--- src/rtl/fetch_pkg.sv ---
// ---------------------------------------------------------------------------
// fetch_pkg
//
// Shared definitions for the instruction-fetch stage.
//   regval_t         : 32-bit machine word (addresses, instructions, PCs)
//   fetch_state_t    : fetch FSM state code, with FETCH / DISCARD / STALL
//                      provided as plain localparam constants
//   fetch_entry_t    : {instruction, pc} pair, as held by the output slot
//                      and by the skid buffer
//   DEFAULT_RESET_PC : fetch address used after reset unless overridden
//   advance_pc()     : sequential PC step, wrapping modulo 2^32
// ---------------------------------------------------------------------------
package fetch_pkg;

    typedef logic [31:0] regval_t;

    typedef logic [1:0] fetch_state_t;

    // FETCH   : a request for fetch_pc is on the memory port
    // DISCARD : the memory port still carries a request that a redirect made
    //           stale; its data will be thrown away when it arrives
    // STALL   : both the output slot and the skid are full, so no request
    localparam fetch_state_t FETCH   = 2'd0;
    localparam fetch_state_t DISCARD = 2'd1;
    localparam fetch_state_t STALL   = 2'd2;

    localparam regval_t DEFAULT_RESET_PC = 32'h0000_0000;

    typedef struct packed {
        regval_t instruction;
        regval_t pc;
    } fetch_entry_t;

    // Plain 32-bit addition: the carry out of bit 31 is dropped on purpose,
    // so 32'hFFFF_FFFC steps to 32'h0000_0000 with no overflow indication.
    function automatic regval_t advance_pc(input regval_t pc, input regval_t step);
        return pc + step;
    endfunction

endpackage

--- src/rtl/fetch_skid_buffer.sv ---
// ---------------------------------------------------------------------------
// fetch_skid_buffer
//
// One-entry holding register for a fetched {instruction, pc} pair that came
// back from memory while the downstream output slot was still occupied and
// stalled.
//
// Ports:
//   clock      in   pipeline clock
//   reset_n    in   synchronous active-low reset (empties the buffer)
//   load       in   capture load_entry and mark the buffer full
//   drain      in   the held entry has been moved out; mark the buffer empty
//   clear      in   throw the held entry away (redirect); wins over load
//   load_entry in   {instruction, pc} to capture
//   full       out  buffer holds a valid entry
//   entry      out  the held {instruction, pc}
// ---------------------------------------------------------------------------
module fetch_skid_buffer
    import fetch_pkg::*;
(
    input  logic         clock,
    input  logic         reset_n,
    input  logic         load,
    input  logic         drain,
    input  logic         clear,
    input  fetch_entry_t load_entry,
    output logic         full,
    output fetch_entry_t entry
);

    // The buffer is a single register plus a full flag. A clear from a
    // redirect must win over a simultaneous load so that a word arriving in
    // the same cycle as a redirect can never survive into the new stream.
    always_ff @(posedge clock) begin
        if (!reset_n) begin
            full  <= 1'b0;
            entry <= '0;
        end else if (clear) begin
            full <= 1'b0;
        end else if (load) begin
            full  <= 1'b1;
            entry <= load_entry;
        end else if (drain) begin
            full <= 1'b0;
        end
    end

endmodule

--- src/rtl/fetch.sv ---
// ---------------------------------------------------------------------------
// fetch
//
// Instruction-fetch stage at the head of the pipeline. Issues one
// instruction-memory request at a time, presents each returned word with its
// PC in an output slot, and parks one extra word in a skid buffer when the
// downstream stage is holding. PC redirects from the write stage abandon any
// in-flight request (its data is dropped when it finally arrives) and are
// acknowledged with a one-cycle has_flushed pulse.
//
// Parameters:
//   RESET_PC      fetch address after reset
//   PC_INCREMENT  added to fetch_pc for every accepted instruction
//
// Ports:
//   clock            in   pipeline clock
//   reset_n          in   synchronous active-low reset
//   address_enable   out  memory request, held high until data_valid
//   address          out  memory word address for the current request
//   data             in   instruction word returned by memory
//   data_valid       in   memory completes the current request this cycle
//   redirect         in   write stage loads the PC this cycle
//   redirect_pc      in   new PC when redirect is high
//   hold             in   downstream does not consume the slot this cycle
//   out_valid        out  out_instruction / out_pc are valid
//   out_instruction  out  fetched instruction
//   out_pc           out  PC of out_instruction
//   next_pc          out  current fetch_pc, to the write stage
//   has_flushed      out  high the cycle after any redirect
// ---------------------------------------------------------------------------
module fetch
    import fetch_pkg::*;
#(
    parameter regval_t     RESET_PC     = DEFAULT_RESET_PC,
    parameter int unsigned PC_INCREMENT = 4
) (
    input  logic        clock,
    input  logic        reset_n,
    output logic        address_enable,
    output logic [31:0] address,
    input  logic [31:0] data,
    input  logic        data_valid,
    input  logic        redirect,
    input  logic [31:0] redirect_pc,
    input  logic        hold,
    output logic        out_valid,
    output logic [31:0] out_instruction,
    output logic [31:0] out_pc,
    output logic [31:0] next_pc,
    output logic        has_flushed
);

    localparam regval_t PC_STEP = regval_t'(PC_INCREMENT);

    fetch_state_t state;
    regval_t      fetch_pc;
    regval_t      discard_addr;

    logic         slot_consumed;
    logic         slot_free;

    logic         skid_load;
    logic         skid_drain;
    logic         skid_clear;
    logic         skid_full;
    fetch_entry_t skid_load_entry;
    fetch_entry_t skid_entry;

    // The slot is consumed whenever it is valid and downstream is not
    // holding; it is free for a new word when it is empty or being consumed.
    assign slot_consumed = out_valid & ~hold;
    assign slot_free     = ~out_valid | ~hold;

    // The request is a level that only drops while the skid is full. It is
    // gated with reset_n so that nothing is requested while reset is held,
    // even before the first reset edge has cleared the state register. In
    // DISCARD the stale address is kept on the bus until memory finishes it.
    assign address_enable = reset_n & (state != STALL);
    assign address        = (state == DISCARD) ? discard_addr : fetch_pc;

    // next_pc comes straight from the fetch_pc register, so a redirect only
    // becomes visible here one cycle later.
    assign next_pc = fetch_pc;

    assign skid_load_entry = '{instruction: data, pc: fetch_pc};

    // Skid control. A word is parked only when it arrives in FETCH while the
    // slot is occupied and held. The parked word leaves as soon as
    // downstream stops holding. A redirect empties it unconditionally.
    always_comb begin
        skid_load  = 1'b0;
        skid_drain = 1'b0;
        skid_clear = 1'b0;
        if (redirect) begin
            skid_clear = 1'b1;
        end else begin
            case (state)
                FETCH:   skid_load  = data_valid & out_valid & hold;
                STALL:   skid_drain = ~hold;
                default: ;
            endcase
        end
    end

    fetch_skid_buffer u_skid (
        .clock      (clock),
        .reset_n    (reset_n),
        .load       (skid_load),
        .drain      (skid_drain),
        .clear      (skid_clear),
        .load_entry (skid_load_entry),
        .full       (skid_full),
        .entry      (skid_entry)
    );

    // Main fetch FSM, PC register and output slot.
    //
    // A redirect is handled first and overrides data_valid and hold in every
    // state: the slot is invalidated, fetch_pc takes redirect_pc, and the
    // only question left is whether a memory request is still in flight.
    // If it is (FETCH without data_valid, or DISCARD without data_valid) we
    // must keep presenting the old address until memory completes it, which
    // is what DISCARD does. A redirect in DISCARD leaves discard_addr alone
    // because the bus request it describes has not changed.
    //
    // Without a redirect, a consumed slot is cleared first and may then be
    // reloaded in the same cycle by a returning word or by the skid.
    always_ff @(posedge clock) begin
        if (!reset_n) begin
            state           <= FETCH;
            fetch_pc        <= RESET_PC;
            discard_addr    <= RESET_PC;
            out_valid       <= 1'b0;
            out_instruction <= '0;
            out_pc          <= '0;
            has_flushed     <= 1'b0;
        end else begin
            has_flushed <= redirect;

            if (redirect) begin
                fetch_pc  <= redirect_pc;
                out_valid <= 1'b0;
                case (state)
                    FETCH: begin
                        if (!data_valid) begin
                            discard_addr <= fetch_pc;
                            state        <= DISCARD;
                        end
                    end
                    DISCARD: begin
                        if (data_valid) begin
                            state <= FETCH;
                        end
                    end
                    default: state <= FETCH;
                endcase
            end else begin
                if (slot_consumed) begin
                    out_valid <= 1'b0;
                end

                case (state)
                    FETCH: begin
                        if (data_valid) begin
                            fetch_pc <= advance_pc(fetch_pc, PC_STEP);
                            if (slot_free) begin
                                out_valid       <= 1'b1;
                                out_instruction <= data;
                                out_pc          <= fetch_pc;
                            end else begin
                                state <= STALL;
                            end
                        end
                    end
                    DISCARD: begin
                        if (data_valid) begin
                            state <= FETCH;
                        end
                    end
                    STALL: begin
                        if (!hold) begin
                            if (skid_full) begin
                                out_valid       <= 1'b1;
                                out_instruction <= skid_entry.instruction;
                                out_pc          <= skid_entry.pc;
                            end
                            state <= FETCH;
                        end
                    end
                    default: state <= FETCH;
                endcase
            end
        end
    end

endmodule

--- config.mk ---
export PLATFORM = sky130hd
export DESIGN_NAME = fetch
export DESIGN_NICKNAME = d
export VERILOG_FILES = /design/src/rtl/fetch_pkg.sv /design/src/rtl/fetch_skid_buffer.sv /design/src/rtl/fetch.sv
export SDC_FILE = /design/constraint.sdc
export NUM_CORES = 1
export LEC_CHECK = 0
export CELL_PAD_IN_SITES_DETAIL_PLACEMENT = 0
export CELL_PAD_IN_SITES_GLOBAL_PLACEMENT = 2
export CORE_UTILIZATION = 25
export CTS_BUF_LIST = sky130_fd_sc_hd__clkbuf_8
export DETAILED_ROUTE_END_ITERATION = 7
export PLACE_DENSITY_LB_ADDON = 0.12
export RECOVER_POWER = 50
export SLEW_MARGIN = 40
export SYNTH_ARGS = -nofsm -noshare
export SYNTH_HDL_FRONTEND = slang
export SYNTH_SLANG_ARGS = --single-unit
--- constraint.sdc ---
create_clock -name clock -period 4.8 [get_ports clock]
set_input_delay 0.72 -clock clock [delete_from_list [all_inputs] [get_ports clock]]
set_output_delay 0.72 -clock clock [all_outputs]
set_load 0.05 [all_outputs]
==> results of run 1 <==
-- worst paths after layout --
check,startpoint,end,depth (start not counted)
worst max-delay path,reset_n,state[0],5
worst min-delay path,discard_addr[5],discard_addr[5],2
worst max register to register,state[1],u_skid.entry[45],5
worst min register to register,discard_addr[5],discard_addr[5],2
-- kinds of logic (layout without fill, tap and decap cells) --
group,after synthesis,in the layout,synth area share
fa+ha+maj,1,1,0.00143
compound gates,241,241,0.183
simple gates,367,367,0.191
buf+inv,113,255,0.0490
flops,197,197,0.450
other cells,0,1,0
xor+xnor,9,9,0.00900
mux,98,98,0.116
-- per-layer routing --
layer / global-route usage / vias to the layer above / share of wire
met4: 0.0475 / 0 / 0.011
met1: 0.240 / 3711 / 0.49
met3: 0.0386 / 15 / 0.048
met2: 0.282 / 159 / 0.45
li1: - / 3883 / -
met5: 0 / - / 0
-- layout make-up --
type                            instances  area, µm²
Clock buffer                           21        289
Sequential cell                       197       3940
Timing Repair Buffer                  217       2160
Antenna cell                            1       2.50
Inverter                                7       28.8
Clock inverter                         10        176
Tap cell                              455        569
Fill cell                            3645      22900
Multi-Input combinational cell        716       4410
-- worst register-to-register path, stage by stage, from the launching register on --
cell and delay, ns:
dfxtp_1 0.47, nor3b_1 0.57, nand3_1 1.32, buf_12 0.63, nand2_1 0.12, a21oi_1 0.06
-- synth_stat cells, types with 3 or more instances --
library cell / count / area share
nand2_1: 210 / 0.090
nor2_1: 21 / 0.0090
o211ai_1: 4 / 0.0034
buf_1: 20 / 0.0086
and2_1: 4 / 0.0029
nor2b_1: 4 / 0.0029
or3_1: 4 / 0.0029
inv_1: 7 / 0.0030
nand3_1: 65 / 0.037
o21ai_0: 25 / 0.014
a211oi_1: 16 / 0.014
nor4_1: 10 / 0.0071
a31oi_1: 6 / 0.0043
xnor2_1: 7 / 0.0070
clkbuf_1: 82 / 0.035
mux2i_1: 69 / 0.079
dfxtp_1: 197 / 0.45
or4_1: 8 / 0.0069
o211a_1: 54 / 0.062
a21oi_1: 118 / 0.067
clkbuf_2: 3 / 0.0017
mux2_2: 29 / 0.037
nor3_1: 8 / 0.0046
and4_1: 5 / 0.0050
o31ai_1: 4 / 0.0034
nand4_1: 14 / 0.010
a311oi_1: 3 / 0.0030
and3_1: 3 / 0.0021
-- power by group through the flow --
stage	clock network, µW	logic (µW)	registers (µW)
after CTS	1340	803	1800
final	1290	776	1790
after global placement	0	799	1830
after detailed placement	0	799	1830
after global routing	1410	823	1810
after floorplan	0	319	1990
-- metrics by stage --
stage	instance area, µm²	hold slack [ns]	utilization
after CTS	11600	0.460	0.337
after floorplan	8750	0.433	-
after global placement	11100	0.440	0.322
after detailed placement	11200	0.445	0.324
after global routing	11600	0.475	0.336
final	11600	0.456	0.336
-- sequential cells by signal, indices dropped and copies added, names as in the netlist --
name	cells
next_pc	32
out_valid	1
u_skid.entry	64
discard_addr	32
u_skid.full	1
state	2
out_pc	32
out_instruction	32
has_flushed	1
==> results.md, run 1 <==
* Pin count of the biggest net entering global routing at 74
* Skew-Pair Late Insertion Delay at 0.49 ns
* Post-route clock period utilization at 0.832
* Achievable frequency at 0.250 GHz
* Yosys cell types at 49
* Mapped Cells at 1026
* Final hold vios at 0
* Int Pwr at 2640 µW
* Yosys warning total at 0
* Failing checks: max-capacitance violations, max-slew violations
* Clock skew at 0.0105 ns
* Synth Register Bits at 197
* Hold WC Path Type: reg2reg
* IO Port Bufs at 199
* Core Rows at 68
* Final min period at 3.99 ns
* Crit path buf inv count at 3
* P&R area growth vs syn at 32.4%
* Chip Width at 189 µm
* Final Max Tran Viols at 213
* Synth Flop Type: dfxtp_1
* # H-tree levels at 4
* Sequential area share after synthesis at 0.450
* P_sw at 1210 µW
* Logic pwr share at 0.201
* Synth Net Count at 1096
* Slowest stage delay, CP at 2.42 ns
* Initial Util at 0.254
* CP endpoint kind: flop
* Count of hold buffers inserted by post-cts repair at 0
* Antenna violations before repair at 2
* Final wirelength at 31.2 mm
* Total power at 3860 µW
* Post-CTS setup buffers at 0
* Die Area at 0.0358 mm²
* Maxcap violations at 4
* CTS root buf: clkbuf_8
* Post-synth EDFFs at 0
* Post-route insts no fill at 1624
* Clock buffer depth at 2
* Startpoint types: input pin
* Final ANT Viol Nets at 0
* Crit-path most repeated cell: clkbuf_1
* Highest-count cells in the layout ignoring fill and taps: nand2_1 (210), dfxtp_1 (197), clkdlybuf4s50_1 (128)
* IO Pins at 200
* Reg2reg setup slack at 1.37 ns
* CP delay by family, top: buffers and inverters
* Critical path fanouts, max at 65
* Clk sinks at 197
* Vias per cell at 4.78
* Crit Path Category: in2reg
* Arrival @ worst endpoint at 4.37 ns
* Syn avg cell area at 8.53 µm²
* Pleak at 0.00500 µW
* Commonest non-fill, non-tap cell in the layout: nand2_1
* Setup TNS at 0 ns
* Via count at 7768
* DR DRC count at 0
* Worst Tran Pin Value at 3.37 ns
* Die Y at 189 µm
* Critical Path RT at 5.17 ns
* Post-synth ARST share at 0
* Worst slack at placement at 1.30 ns
* # setup viols final at 0
* DP HPWL at 19.5 mm
* Sequential cell fraction of total power at 0.464
* Final Net Count at 1226
* All-layer global routing usage at 0.177
* Mapped cell area at 0.00875 mm²
* Fin worst setup slack at 0.807 ns
* Cells after DPL at 1592
* Worst VDD drop at 0.162 mV
* PD cells at 333 mW/mm²
* Core area at 0.0345 mm²
* Clock share of power at 0.334
* Vias in the first global route at 7897
* Run status: finished with violations
* Worst-path cell chain: clkbuf_1 > inv_4 > clkbuf_1 > a2111oi_0 > a21boi_0
* CTS tree: done
* DR pass1 iterations at 4
* Switching part of the total at 0.314
* Clock buffer count from CTS at 17
* GR Overflow Total at 0
* WL/cell at 19.2 µm
* Clk slew on worst S/H paths at 0.10 ns
* Global-route wire length before repair at 48.4 mm
* Fraction of layout cells with a size suffix above 1 at 0.0702
* Slowest cell on the critical path: clkbuf_1
* 1st-iter DRT viols at 369
* RSZ-0062 raised after global routing: false
* Resized Gates After CTS at 0
* Max_slew headroom at -1.25
* GP Congestion at 0.723
No activity file was read; power rests on OpenSTA's default activity.
==> inputs of run 2 (changes only) <==
- clock period: 4.8 -> 4.1 ns (I/O delays scaled with it)
==> results.md, run 2 (synthesized netlist as in run 1, its figures left out) <==
* Worst Tran Pin Value at 1.67 ns (-1.71 ns)
* P&R area growth vs syn at 32.3% (about the same)
* Crit Path Category: in2reg
* Worst slack at placement at 0.741 ns (-0.556 ns)
* Clk slew on worst S/H paths at 0.09 ns (about the same)
* Pleak at 0.00498 µW (-0.33%)
* Via count at 7811 (+0.55%)
* WL/cell at 19.0 µm (-0.79%)
* Resized Gates After CTS at 0 (unchanged)
* Achievable frequency at 0.281 GHz
* Failing checks: max-capacitance violations, max-slew violations
* Register area at 0.00394 mm² (unchanged)
* Run status: finished with violations
* RR Endpoint: next_pc[23]
* Clk sinks at 197 (unchanged)
* Skew-Pair Late Insertion Delay at 0.50 ns (about the same)
* Highest-count cells in the layout ignoring fill and taps: nand2_1 (210), dfxtp_1 (197), clkdlybuf4s50_1 (133)
* Core area at 0.0345 mm² (unchanged)
* DR pass1 iterations at 5 (+1)
* # H-tree levels at 4 (unchanged)
* Die Area at 0.0358 mm² (unchanged)
* Post-layout util at 0.336 (about the same)
* R2R depth at 4 (-1)
* Max FFs per register at 64 (unchanged)
* DR DRC count at 0 (unchanged)
* Antenna violations before repair at 2 (unchanged)
* PD cells at 373 mW/mm² (+12%)
* Pin count of the biggest net entering global routing at 66 (-11%)
* Final wirelength at 31.1 mm (-0.36%)
* Die Y at 189 µm (unchanged)
* FILL cells at 3631 (-0.38%)
* Chip Width at 189 µm (unchanged)
* Max_slew headroom at -0.111 (+1.14)
* Setup TNS at 0 ns (unchanged)
* GP Congestion at 0.721 (-0.28%)
* Reg2reg setup slack at 1.35 ns (-0.02 ns)
* Multi-input gate area at 0.00444 mm² (+0.62%)
* Vias per cell at 4.79 (+0.12%)
* IO Port Bufs at 199 (unchanged)
* Commonest non-fill, non-tap cell in the layout: nand2_1
* 1st-iter DRT viols at 474 (+28%)
* CP endpoint kind: flop
* Most flop-heavy register: u_skid.entry
* Clock buffer count from CTS at 17 (unchanged)
* Count of hold buffers inserted by post-cts repair at 0 (unchanged)
* Clock skew at 0.0211 ns (+0.0106 ns)
* Arrival @ worst endpoint at 3.98 ns (-0.39 ns)
* Initial Util at 0.254 (unchanged)
* Crit path to: state[0]
* CTS root buf: clkbuf_8
* Final Max Tran Viols at 66 (-69%)
* GR Overflow Total at 0 (unchanged)
* CTS tree: done
* Min-delay src: u_skid.entry[41]
* Global-route wire length before repair at 47.9 mm (-0.93%)
* IO Pins at 200 (unchanged)
* Final min period at 3.56 ns
* Total power at 4320 µW (+12%)
* Post-CTS setup buffers at 0 (unchanged)
* Final hold vios at 0 (unchanged)
* Critical Path RT at 4.52 ns (-0.65 ns)
* Maxcap violations at 1 (-3)
* RSZ-0062 raised after global routing: false
* Post-route clock period utilization at 0.867
* Clock buffer depth at 2 (unchanged)
* All-layer global routing usage at 0.176 (-0.00134)
* Startpoint types: input pin
* Critical R2R Launch: next_pc[4]
* Fin worst setup slack at 0.544 ns (-0.263 ns)
* # setup viols final at 0 (unchanged)
* Final Net Count at 1230 (+0.33%)
* Fraction of layout cells with a size suffix above 1 at 0.0776 (+0.00737)
* Critical path fanouts, max at 65 (unchanged)
* Vias in the first global route at 7724 (-2.2%)
* Final ANT Viol Nets at 0 (unchanged)
* Worst VDD drop at 0.192 mV (+18%)
* CP startpoint: redirect
* Hold WC Path Type: reg2reg
* DP HPWL at 19.6 mm (+0.60%)
* Core Rows at 68 (unchanged)
==> run 2: how the worst min path moves through the flow <==
| stage | to | slack [ns] | cells past startpoint |
|---|---|---|---|
| after floorplan | discard_addr[0] | 0.43 | 2 |
| after global placement | discard_addr[29] | 0.44 | 2 |
| after detailed placement | discard_addr[23] | 0.45 | 2 |
| after CTS | discard_addr[18] | 0.46 | 2 |
| after global routing | discard_addr[12] | 0.47 | 2 |
| final | u_skid.entry[41] | 0.46 | 2 |
==> run 2: cell type report <==
cell class                      instances  share of cell area
Multi-Input combinational cell        716               0.383
Inverter                                7             0.00248
Sequential cell                       197               0.340
Tap cell                              455              0.0491
Clock inverter                         12             0.00972
Timing Repair Buffer                  221               0.190
Clock buffer                           20              0.0238
Antenna cell                            3            0.000648
==> run 2: power by group <==
part | total, µW | switching, µW | internal (µW)
combinational | 922 | 599 | 323
clock | 1300 | 722 | 580
sequential | 2090 | 98.0 | 2000
total | 4320 | 1420 | 2900
==> run 2: critical path, cell delays in order <==
cell and delay [ns]:
dlygate4sd3_1 0.63, clkbuf_1 0.92, nor2_4 0, clkbuf_2 0.94
a2111oi_0 0.65, a21boi_0 0.21
==> run 2: routing by layer <==
| metal | global-route usage | vias to the layer above | part of all wire |
|---|---|---|---|
| met4 | 0.0468 | 0 | 0.012 |
| met3 | 0.0415 | 19 | 0.047 |
| met5 | 0 | - | 0 |
| met1 | 0.239 | 3743 | 0.49 |
| li1 | - | 3894 | - |
| met2 | 0.277 | 155 | 0.45 |
==> run 2: stage by stage <==
step	cell area, µm²	hold WS (ns)	instances
2_1_floorplan	8750	0.433	1026
3_3_place_gp	11200	0.439	1595
3_5_place_dp	11200	0.445	1596
4_1_cts	11600	0.460	1628
5_1_grt	11600	0.474	1629
6_report	11600	0.457	1631
==> inputs of run 3 (changes only) <==
- ABC_AREA: not set -> 1
- clock period: 4.1 -> 3.1 ns (I/O delays scaled with it)
==> results.md, run 3 <==
* Run status: finished, final reports clean
* DRT met1 WL at 15.5 mm (+1.4%)
* Sequential cell fraction of total power at 0.466 (-0.019)
* Ranking of synthesized cells by area: dfxtp_1 (45%), o21ai_0 (14%), nor2_1 (9.8%), nand2_1 (8.0%), a21oi_1 (8.0%)
* Slowest cell on the critical path: dlygate4sd2_1
* Sequential area share after synthesis at 0.451 (+0.000903)
* Final wirelength at 31.2 mm (+0.40%)
* Yosys cell types at 36 (-27%)
* GP Congestion at 0.791 (+9.6%)
* Hold WC Path Type: in2reg
* All-layer global routing usage at 0.174 (-0.00140)
* Maxcap violations at 0 (-1)
* Fraction of layout cells with a size suffix above 1 at 0.0449 (-0.0326)
* Final min period at 2.90 ns
* WL/cell at 16.6 µm (-13%)
* Logic pwr share at 0.240 (+0.026)
* Hold depth at 3 (+1)
* Initial Util at 0.254 (-0.000508)
* Worst Tran Pin Value at 1.34 ns (-0.329 ns)
* RSZ-0062 raised after global routing: false
* Die Y at 189 µm (about the same)
* DR pass1 iterations at 5 (unchanged)
* CP endpoint kind: output pin
* CTS root buf: clkbuf_8
* P_sw at 2010 µW (+42%)
* IO Port Bufs at 199 (unchanged)
* Critical path fanouts, max at 42 (-35%)
* Arrival @ worst endpoint at 2.43 ns (-1.55 ns)
* Skew-Pair Late Insertion Delay at 0.47 ns (-0.03 ns)
* Met2 routed WL at 13.7 mm (-1.9%)
* Count of hold buffers inserted by post-cts repair at 0 (unchanged)
* DR DRC count at 0 (unchanged)
* Worst-path cell chain: inv_2 > nand2_2 > buf_12 > nor2_1 > a21oi_1 > dlygate4sd2_1
* Slowest stage delay, CP at 0.57 ns (-0.37 ns)
* Top Metal Used: met5
* Worst VDD drop at 0.271 mV (+41%)
* # setup viols final at 0 (unchanged)
* Synth Flop Type: dfxtp_1
* Mapped Cells at 1255 (+22%)
* Final hold vios at 0 (unchanged)
* Final Net Count at 1485 (+21%)
* Post-CTS setup buffers at 0 (unchanged)
* Global-route wire length before repair at 47.9 mm (about the same)
* Clock share of power at 0.294 (-0.008)
* Chip Width at 189 µm (about the same)
* # H-tree levels at 4 (unchanged)
* Synth Register Bits at 197 (unchanged)
* Post-synth EDFFs at 0 (unchanged)
* Switching part of the total at 0.339 (+0.00986)
* GR Overflow Total at 0 (unchanged)
* Highest-count cells in the layout ignoring fill and taps: o21ai_0 (236), nor2_1 (226), dfxtp_1 (197)
* Vias per cell at 4.58 (-4.4%)
* IO Pins at 200 (unchanged)
* Achievable frequency at 0.345 GHz
* Vias in the first global route at 8111 (+5.0%)
* Fin worst setup slack at 0.203 ns (-0.341 ns)
* Mapped cell area at 0.00874 mm² (-0.20%)
* Setup TNS at 0 ns (unchanged)
* Startpoint types: flop
* Post-synth top area cell: dfxtp_1
* Int Pwr at 3930 µW (+36%)
* PD cells at 517 mW/mm² (+39%)
* Syn avg cell area at 6.96 µm² (-18%)
* Most flop-heavy register: u_skid.entry
* Final Max Tran Viols at 0 (-100%)
* Top-area cell type share of the netlist area at 0.451 (+0.000903)
* Clock skew at 0.0123 ns (-0.00880 ns)
* Core area at 0.0345 mm² (unchanged)
* Max FFs per register at 64 (unchanged)
* 1st-iter DRT viols at 494 (+4.2%)
* Clock buffer count from CTS at 17 (unchanged)
* Final ANT Viol Nets at 0 (unchanged)
* Antenna violations before repair at 2 (unchanged)
* Via count at 8607 (+10%)
* Clock buffer depth at 2 (unchanged)
* Pleak at 0.00446 µW (-10%)
* Most frequent cell after synthesis: o21ai_0
* Die Area at 0.0357 mm² (-0.20%)
* Crit Path Category: reg2out
* Routed met3 length at 1.75 mm (+21%)
* Post-route clock period utilization at 0.934
* Core Rows at 68 (unchanged)
* Pin count of the biggest net entering global routing at 98 (+48%)
* Max_slew headroom at 0.108 (+0.219)
* Critical Path RT at 2.63 ns (-1.89 ns)
* DP HPWL at 21.7 mm (+11%)
* Worst slack at placement at 0.411 ns (-0.329 ns)
* Reg2reg setup slack at 0.50 ns (-0.85 ns)
* Commonest non-fill, non-tap cell in the layout: o21ai_0
* R2R depth at 8 (+4)
* Clk slew on worst S/H paths at 0.10 ns (about the same)
* Yosys warning total at 0 (unchanged)
* Synth Net Count at 1325 (+21%)
* Post-synth ARST share at 0 (unchanged)
* CTS tree: done
* P&R area growth vs syn at 31.5%
* Commonest cells in the netlist: o21ai_0 (236), nor2_1 (227), dfxtp_1 (197)
* Clk sinks at 197 (unchanged)
-- run 3: cell count changes in the layout (fill, tap and decap cells not counted), moves of 14 or more --
cell	change
o211a_1	-50
a211oi_1	-14
a21oi_1	+22
o21ai_0	+212
inv_1	+80
nand2_1	-24
clkdlybuf4s50_1	+42
nand3_1	-21
mux2i_1	-69
dlygate4sd3_1	-63
dlygate4sd2_1	+15
mux2_2	-26
nor2_1	+207
-- run 3: per-layer routing --
metal,up-vias,GRT usage
met3,12,0.0439
met4,2,0.0335
met5,-,0
met1,3967,0.243
met2,196,0.272
li1,4430,-
-- run 3: path summary, 6_finish.rpt --
kind                         start                to
setup / recovery          state[1]       address[17]
setup reg to reg          state[0]  u_skid.entry[22]
hold reg to reg   u_skid.entry[63]  u_skid.entry[63]
hold / removal             reset_n        out_pc[15]
-- run 3: kinds of logic after synthesis --
family	share of synthesized area
AOI/OAI and AO/OA	0.239
buffers and inverters	0.0839
DFF	0.451
muxes	0.00387
xor gates and xnor gates	0.00201
adders and majority gates	0.00143
and+or+nand+nor	0.218
-- run 3: power by group through the flow --
| stage | logic, µW | registers [µW] | clock network, µW |
|---|---|---|---|
| 6_report | 1420 | 2770 | 1750 |
| 5_1_grt | 1530 | 2790 | 1940 |
| 4_1_cts | 1450 | 2770 | 1840 |
| 3_5_place_dp | 1460 | 2830 | 0 |
| 3_3_place_gp | 1460 | 2830 | 0 |
| 2_1_floorplan | 575 | 3140 | 0 |
-- run 3: worst max-delay path: cells and delay by family, from the launching register on --
family | cells | cell delay [ns]
buffers and inverters | 3 | 0.95
AOI/OAI and AO/OA | 1 | 0.23
DFF | 1 | 0.37
and+or+nand+nor | 2 | 0.40
-- run 3: stage by stage --
stage	power [µW]	instance area, µm²	utilization	hold slack [ns]	std cells
after floorplan	3720	8740	-	0.425	1255
after global routing	6250	11500	0.333	0.353	1879
after global placement	4290	11100	0.323	0.435	1851
after detailed placement	4290	11200	0.324	0.441	1851
after CTS	6070	11500	0.334	0.335	1879
final	5940	11500	0.333	0.382	1880
-- run 3: area by class of cell --
| class | instances | area [µm²] |
|---|---|---|
| clock inverter | 10 | 134 |
| inverter | 95 | 360 |
| timing repair buffer | 223 | 2170 |
| clock buffer | 18 | 248 |
| multi-input combinational | 881 | 4070 |
| sequential | 197 | 3940 |
| fill | 3818 | 23000 |
| antenna | 1 | 2.50 |
| tap | 455 | 569 |
-- run 3: repair_timing --
item	in CTS	in global routing
cloned	0	0
endpoints found under the setup margin	15	6
gates resized for setup	15	6
==> patch (settings of run 3) <==
Remove the register `has_flushed`: a continuous assignment takes its place, so the output `has_flushed` follows one clock earlier. Comments in the files are not updated.
--- a/src/rtl/fetch.sv
+++ b/src/rtl/fetch.sv
@@ -133,9 +133,7 @@
             out_valid       <= 1'b0;
             out_instruction <= '0;
             out_pc          <= '0;
-            has_flushed     <= 1'b0;
         end else begin
-            has_flushed <= redirect;
 
             if (redirect) begin
                 fetch_pc  <= redirect_pc;
@@ -193,5 +191,7 @@
         end
     end
 
+    assign has_flushed = redirect;
+
 endmodule
 
Check against the original RTL: not equivalent (Yosys sat finds a counterexample within 4 cycles, from zero or initial values and one cycle with reset_n low).
==> patch against run 3 <==
Synthesized area is 0.37% higher; sequential cell count is 1 lower; routed wire length is 2.3% lower; total power is 1.6% lower; final area is 0.21% higher; worst setup slack better by 71 ps; sequential power hardly changed; first-iteration DRC count is 14% lower; worst hold slack worse by 36 ps; largest cell class unchanged.
==> patch: results (changes against run 3) <==
[route]
drt-pass1-iter-count = 4  ; -1
drt_first_iter_violations = 426  ; -14%
detail_route.wl_per_cell_um = 16.1  ; -3.2%
route.vias.total = 8500  ; -1.2%

[layout]
fillers = 3817  ; -0.026%
drive_above_1_share_pct = 4.99  ; +0.50 points
nNetsFinal = 1499  ; +0.94%
top_register = u_skid.entry
antennaDiodeCount = 0  ; -1
final_cell_count_no_fill = 1897  ; +0.90%

[synth]
yosysSeqAreaShare_pct = 44.7  ; -0.40 points
ys.warnings.count = 0  ; unchanged
synth_area_per_cell_um2 = 6.90  ; -0.89%
most_frequent_cells_after_synthesis = nor2_1 (237), o21ai_0 (217), dfxtp_1 (196)
netlist-cell-type-count = 31  ; -14%
asyncSetResetFlopFracSynth_pct = 0  ; unchanged
synth.top_cells.by_area = dfxtp_1 (45%), o21ai_0 (12%), nor2_1 (10%)
syn_nets = 1341  ; +1.2%

[placement]
detailedPlacementHpwl_um = 21300  ; -1.5%
dp_cells = 1865  ; +0.76%
io_buffers = 199  ; unchanged
gp_congestion = 0.776  ; -1.9%
post_dp_cell_area_um2 = 11200  ; +0.55%
dpl_worst_slack_ps = 430  ; +19.0 ps

[global_routing]
grt_max_degree = 97  ; -1.0%
grt_pass1_vias = 7993  ; -1.5%
first_pass_grt_wire_length_um = 47000  ; -1.8%
global_route.usage.total_pct = 17.1  ; -0.29 points
antenna_found_initial = 0  ; -2

[clock_network]
clock_latency_of_the_later_clocked_register_in_the_worst_skew_pair_ps = 500  ; +30 ps
ctsResizeCount = 21  ; +6
post-cts-setup-buffers = 0  ; unchanged
cts.reportedPaths.clkPinSlew_ps = 110
htreeDepth = 4  ; unchanged

[critical_path]
path_max_fanout = 21  ; -50%
crit_arrival_ps = 2360  ; -70 ps

[outcome]
outcome = finished clean

[sta]
timing.final.hold_violations = 0  ; unchanged
slew_headroom_pct = 8.70  ; -2.1 points
final.setup_skew_ps = 14.7  ; +2.41 ps

[power_and_ir_drop]
ir_worst_vdd_v = 0.000246  ; -9.1%
leakage_nw = 4.43  ; -0.70%

[min_path]
hp-class = primary input to register

## patch: layout make-up
| type | instances | area [um^2] | area share, % |
|---|---|---|---|
| clock buffers | 17 | 234 | 2.03 |
| clock inverters | 15 | 139 | 1.21 |
| inverters | 100 | 375 | 3.26 |
| multi-input cells | 890 | 4050 | 35.2 |
| flip-flops and latches | 196 | 3920 | 34.1 |
| well taps | 455 | 569 | 4.95 |
| repair buffers | 224 | 2220 | 19.3 |
## patch: kinds of logic after synthesis
logic type / share of synthesized area (%)
AND/OR/NAND/NOR: 21.4
AO/OA/AOI/OAI: 23.6
flip-flops: 44.7
buffers and inverters: 8.89
multiplexers: 0.770
XOR/XNOR: 0.499
adder cells (fa/ha/maj): 0.143
## patch: per-layer routing
| metal | routed length [um] | up-vias | track usage [%] |
|---|---|---|---|
| li1 | - | 4456 | - |
| met4 | 362 | 0 | 4.75 |
| met1 | 15700 | 3841 | 24.5 |
| met3 | 1240 | 16 | 3.24 |
| met2 | 13100 | 187 | 26.1 |
| met5 | 0 | - | 0 |
## patch: path summary, 6_finish.rpt
path	start	end	slack [ps]	cells after the start
worst max-delay path	state[1]	address[9]	270	4
worst min-delay path	reset_n	out_pc[13]	350	3
worst max register to register	state[0]	u_skid.entry[4]	310	8
worst min register to register	u_skid.entry[42]	u_skid.entry[42]	450	2
## patch: power by group
part,switching [mW],internal [mW],total (mW)
logic,0.958,0.463,1.42
registers,0.104,2.66,2.76
clock network,1.07,0.595,1.67
total,2.13,3.71,5.85
## patch: critical path: stages, from the launching register on
cell	delay, ps
dfxtp_1	330
inv_1	210
nand2_4	220
mux2_2	290
clkdlybuf4s50_1	800
